$ cat config.mk
export PLATFORM = sky130hd
export DESIGN_NAME = prbsgen_parallel_fab
export DESIGN_NICKNAME = d
export VERILOG_FILES = /design/src/rtl/prbs_pkg.sv /design/src/rtl/prbsgen_lfsr_step.sv /design/src/rtl/prbsgen_parallel_fab.sv
export SDC_FILE = /design/constraint.sdc
export NUM_CORES = 1
export LEC_CHECK = 0
export BUFFER_PORTS_ARGS = -buffer_cell sky130_fd_sc_hd__buf_2
export CAP_MARGIN = 20
export CORE_MARGIN = 4
export CORE_UTILIZATION = 25
export DETAILED_ROUTE_END_ITERATION = 10
export SLEW_MARGIN = 40
export SYNTH_ARGS = -nofsm -noshare
export SYNTH_HDL_FRONTEND = slang
export SYNTH_SLANG_ARGS = --single-unit
$ cat constraint.sdc
create_clock -name clk_i -period 3.6 [get_ports clk_i]
set_input_delay 0.18 -clock clk_i [delete_from_list [all_inputs] [get_ports clk_i]]
set_output_delay 0.18 -clock clk_i [all_outputs]
set_load 0.02 [all_outputs]
$ cat src/rtl/prbs_pkg.sv
// Shared definitions for the parallel PRBS generator and checker blocks.
// Holds the default polynomial, the control FSM encoding and the word-step function.
package prbs_pkg;

    localparam int PRBS_POLY2_DEF = 3;
    localparam int PRBS_POLY1_DEF = 1;

    // Widest word/LFSR the step function supports; index widths follow from it.
    localparam int PRBS_MAX_W  = 32;
    localparam int PRBS_IDX_W  = $clog2(PRBS_MAX_W);
    localparam int PRBS_SIDX_W = $clog2(2 * PRBS_MAX_W);

    typedef enum logic [1:0] {
        ST_IDLE,
        ST_LOAD,
        ST_RUN
    } prbs_state_e;

    // Builds s = {lfsr, w} and fills w from its oldest bit down to its newest,
    // so bits produced earlier in the same word feed the later ones.
    function automatic logic [PRBS_MAX_W-1:0] prbs_next_word(
        input logic [PRBS_MAX_W-1:0] lfsr,
        input int                    nbits,
        input int                    poly2,
        input int                    poly1
    );
        logic [2*PRBS_MAX_W-1:0] s;
        s = '0;
        for (int j = 0; j < PRBS_MAX_W; j++) begin
            if (j < poly2) begin
                s[PRBS_SIDX_W'(j + nbits)] = lfsr[PRBS_IDX_W'(j)];
            end
        end
        for (int i = PRBS_MAX_W - 1; i >= 0; i--) begin
            if (i < nbits) begin
                s[PRBS_SIDX_W'(i)] = s[PRBS_SIDX_W'(i + poly2)] ^ s[PRBS_SIDX_W'(i + poly2 - poly1)];
            end
        end
        return s[PRBS_MAX_W-1:0];
    endfunction

endpackage

$ cat src/rtl/prbsgen_lfsr_step.sv
// Purely combinational PRBS word step: current LFSR state in, next word and next state out.
// The next state is simply the newest POLY2 bits of the word just produced.
module prbsgen_lfsr_step
    import prbs_pkg::*;
#(
    parameter int NBITS = 4,
    parameter int POLY2 = PRBS_POLY2_DEF,
    parameter int POLY1 = PRBS_POLY1_DEF
) (
    input  logic [POLY2-1:0] lfsr_i,
    output logic [NBITS-1:0] word_o,
    output logic [POLY2-1:0] lfsr_next_o
);

    always_comb begin
        word_o = NBITS'(prbs_next_word(PRBS_MAX_W'(lfsr_i), NBITS, POLY2, POLY1));
    end

    assign lfsr_next_o = word_o[POLY2-1:0];

endmodule

$ cat src/rtl/prbsgen_parallel_fab.sv
// Parallel PRBS generator for the fabric link test: seeds, runs and emits NBITS bits per clock,
// with single-word bit-0 error injection and a saturating generated-word counter.
module prbsgen_parallel_fab
    import prbs_pkg::*;
#(
    parameter int NBITS = 4,
    parameter int POLY2 = PRBS_POLY2_DEF,
    parameter int POLY1 = PRBS_POLY1_DEF,
    parameter int CNT_W = 32
) (
    input  logic             clk_i,
    input  logic             resetn_i,
    input  logic             prbs_en_i,
    input  logic [POLY2-1:0] seed_i,
    input  logic             err_inj_i,
    output logic [NBITS-1:0] data_out_o,
    output logic             data_valid_o,
    output logic             inj_done_o,
    output logic [CNT_W-1:0] word_cnt_o
);

    prbs_state_e      state_q, state_d;
    logic [POLY2-1:0] lfsr_q, lfsr_d;
    logic [NBITS-1:0] data_out_q, data_out_d;
    logic             data_valid_q, data_valid_d;
    logic             inj_done_q, inj_done_d;
    logic             inj_pend_q, inj_pend_d;
    logic [CNT_W-1:0] word_cnt_q, word_cnt_d;

    logic [NBITS-1:0] step_word;
    logic [POLY2-1:0] step_lfsr_next;

    prbsgen_lfsr_step #(
        .NBITS(NBITS),
        .POLY2(POLY2),
        .POLY1(POLY1)
    ) u_lfsr_step (
        .lfsr_i      (lfsr_q),
        .word_o      (step_word),
        .lfsr_next_o (step_lfsr_next)
    );

    always_comb begin
        // NOTE: every output of this block gets a default first, so no path can infer a latch.
        state_d      = state_q;
        lfsr_d       = lfsr_q;
        data_out_d   = data_out_q;
        data_valid_d = 1'b0;
        inj_done_d   = 1'b0;
        inj_pend_d   = inj_pend_q | err_inj_i;
        word_cnt_d   = word_cnt_q;

        unique case (state_q)
            ST_IDLE: begin
                if (prbs_en_i) begin
                    state_d    = ST_LOAD;
                    // An all-zero seed would lock the LFSR, so it is replaced by all-ones.
                    lfsr_d     = (seed_i == '0) ? '1 : seed_i;
                    word_cnt_d = '0;
                end
            end
            ST_LOAD: begin
                state_d = prbs_en_i ? ST_RUN : ST_IDLE;
            end
            ST_RUN: begin
                if (prbs_en_i) begin
                    // The flip corrupts the output only; the LFSR keeps the clean word.
                    data_out_d   = step_word ^ NBITS'(inj_pend_q);
                    data_valid_d = 1'b1;
                    inj_done_d   = inj_pend_q;
                    if (inj_pend_q) begin
                        inj_pend_d = err_inj_i;
                    end
                    lfsr_d     = step_lfsr_next;
                    word_cnt_d = (word_cnt_q == '1) ? word_cnt_q : word_cnt_q + CNT_W'(1);
                end else begin
                    state_d = ST_IDLE;
                end
            end
            default: begin
                state_d = ST_IDLE;
            end
        endcase
    end

    // NOTE: every flop here is a plain register with a defined reset value; there is no memory array.
    always_ff @(posedge clk_i or negedge resetn_i) begin
        if (!resetn_i) begin
            state_q      <= ST_IDLE;
            lfsr_q       <= '1;
            data_out_q   <= '0;
            data_valid_q <= 1'b0;
            inj_done_q   <= 1'b0;
            inj_pend_q   <= 1'b0;
            word_cnt_q   <= '0;
        end else begin
            // NOTE: non-blocking assignments so all flops update together from pre-edge values.
            state_q      <= state_d;
            lfsr_q       <= lfsr_d;
            data_out_q   <= data_out_d;
            data_valid_q <= data_valid_d;
            inj_done_q   <= inj_done_d;
            inj_pend_q   <= inj_pend_d;
            word_cnt_q   <= word_cnt_d;
        end
    end

    assign data_out_o   = data_out_q;
    assign data_valid_o = data_valid_q;
    assign inj_done_o   = inj_done_q;
    assign word_cnt_o   = word_cnt_q;

endmodule

==> reports/metrics.csv <==
metric,value,unit
outcome,"finished, final reports clean",
antenna_cells,0,
whs_path_depth,2,
die_area,11140,µm²
post_drt_wl_per_cell,14.70,µm
setup_violations,0,
end_kind,flop,
crit_type,flop to flop,
cts.sinks,44,
critPathRequiredTime,3.82,ns
drc,0,
drt_pass1_iterations,5,
start_util,0.2574,
synth_top_area_frac,0.4314,
rows,35,
final_cell_mix,"43 x buf_2, 41 x dfrtp_1, 35 x nand2_1",
synth_cell_types,45,
fillCellCount,984,
gr-usage-all-layers,0.1135,
worst_pin_slew,0.7090,ns
dieHeight,105.5,µm
final_util,0.3014,
vias,2088,
drive_gt1_frac,0.2329,
netlist_instances,251,
rr_worst_depth,6,
ys_warn_count,0,
hold_path.class,primary input to flop,
ctsRootBufferMaster,clkbuf_8,
ys_seq_elements,44,
holdWs,0.06358,ns
fin_worst_skew,0.006600,ns
netlist_top_cells_area,"dfrtp_1 43%, nand2_1 5.5%, mux2i_1 5.5%",
powerDensity,385.2,nW/µm²
grt_pass1_wl,10300,µm
fmax,404.7,MHz
critPathLaunchType,flop,
synth_top_cell_by_area,dfrtp_1,
ys_async_sr_fraction,1.000,
drt-initial-drc-count,114,
avgSynthCellArea,9.476,µm²
ir_worst_vdd,0.1146,mV
relSlewSlack,0.5230,
setup_tns,0,ns
ys_seq_area_frac,0.4645,
grt_pass1_vias,1934,
period_minus_slack,2.471,ns
critical_path_peak_fanout,7,
grt_antenna_before_repair,0,
layout.cells.non_filler,421,
slew_viol_final,0,
syn2layout_area_growth,17.10,%
synth_area,2379,µm²
synth-edff-count,0,
fin_nets,299,
clkTransAtPathRegs,0.08,ns
syn_nets,259,
drv_cap,0,
r2r_slack,1.13,ns
synth_ff_type,dfrtp_1,
crit_slowest_cell,nor4_1,
overflow,0,
die_w,105.5,µm
viasPerCell,4.960,
gp_congestion,0.8132,
portBuffers,44,
drt_wl_total,6189,µm
postRouteAntennaNets,0,
placed_cell_area,2683,µm²
finalInstanceArea,2785,µm²
cts_tree,yes,
hpwlAfterDp,4494,µm
h-tree-depth,2,
grt_max_degree,45,
path_cells,"ha_1, nand4_2, nor4_1, nand4_1, nor3_1, mux2i_1",
rsz0062_at_grt,no,
dp.cells,412,
cts_hold_buffers,1,
arrival,2.69,ns
final_common_cell,buf_2,
post-cts-setup-buffers,0,
hold_viol,0,
cp_slowest_stage_delay,0.67,ns
post_cts_resized,0,
p_leak,1.244,nW
core,9240,µm²
tritoncts.num_buffers,5,
cts_buffer_depth,2,
clock_latency,0.30,ns
ios,45,
min_period_over_period,0.6864,
## worst max-delay path, delay by kind of cell (launching register included)
family | cells | cell delay, ns
muxes | 1 | 0.21
and+or+nand+nor | 4 | 1.48
adders and majority gates | 1 | 0.25
DFF | 1 | 0.44
## cells in the mapped netlist, types with 2 or more instances
master    number
nor3_1         8
mux2i_1       13
clkbuf_1       6
inv_1          6
nor2_1        21
xor2_1         2
and3_1         3
a21o_1         2
o211ai_1       5
dfrtp_1       41
dfstp_2        3
nand4_1       15
and2_1         2
o22a_1         2
nand3_1       15
buf_6          4
o41ai_1        2
nor4_1         4
nand4_2        2
or2_2          2
o21ai_0       17
a31oi_1        4
o31ai_1       11
nand2_1       35
or4_2          2
xnor2_1        3
nand2b_1       3
## cells by family after synthesis
group                    share of synthesized area
flip-flops                                  0.4645
buffers and inverters                      0.04313
XOR/XNOR                                   0.01841
AND/OR/NAND/NOR                             0.2562
multiplexers                               0.05471
adder cells (fa/ha/maj)                   0.005260
AO/OA/AOI/OAI                               0.1578
## per-stage QoR
stage | power [mW] | setup WS (ns)
final | 1.073 | 1.129
after global placement | 0.7587 | 1.308
after detailed placement | 0.7628 | 1.235
after floorplan | 0.6991 | 1.410
after CTS | 1.089 | 1.160
after global routing | 1.134 | 0.8332
## layer usage
layer | routed length, µm | vias to the layer above | global-route usage
met4 | 87 | 0 | 0.03423
li1 | - | 1009 | -
met1 | 2984 | 1010 | 0.1595
met3 | 298 | 12 | 0.02694
met2 | 2819 | 57 | 0.1730
met5 | 0 | - | 0
## layout make-up
type                       count  area, µm²  share of cell area
clock buffer                   6      82.58             0.02965
clock inverter                 2      10.01            0.003594
inverter                       6      22.52            0.008086
multi-input combinational    189       1171              0.4205
sequential                    44       1105              0.3967
tap                          129      161.4             0.05795
timing repair buffer          45      232.7             0.08356
## power by group
part           total (mW)  switching, mW  internal (mW)  leakage (nW)
registers           0.566         0.0308          0.535         0.591
clock network       0.325          0.171          0.153        0.0510
logic               0.182          0.117         0.0654         0.602
total                1.07          0.319          0.754          1.24
## sequential cells by signal (all words and copies together) (netlist names)
signal and flops:
data_out_o 4, inj_done_o 1, inj_pend_q 1, state_q 2, word_cnt_o 32, lfsr_q 3
data_valid_o 1
## final timing paths
| path | end | from |
|---|---|---|
| min | inj_pend_q | err_inj_i |
| max in group asynchronous | word_cnt_o[29] | resetn_i |
| max reg2reg | word_cnt_o[30] | word_cnt_o[0] |
| min reg2reg | data_out_o[2] | data_out_o[2] |
| min in group asynchronous | data_out_o[1] | resetn_i |
| max | word_cnt_o[30] | word_cnt_o[0] |
No activity file was read; power rests on OpenSTA's default activity.
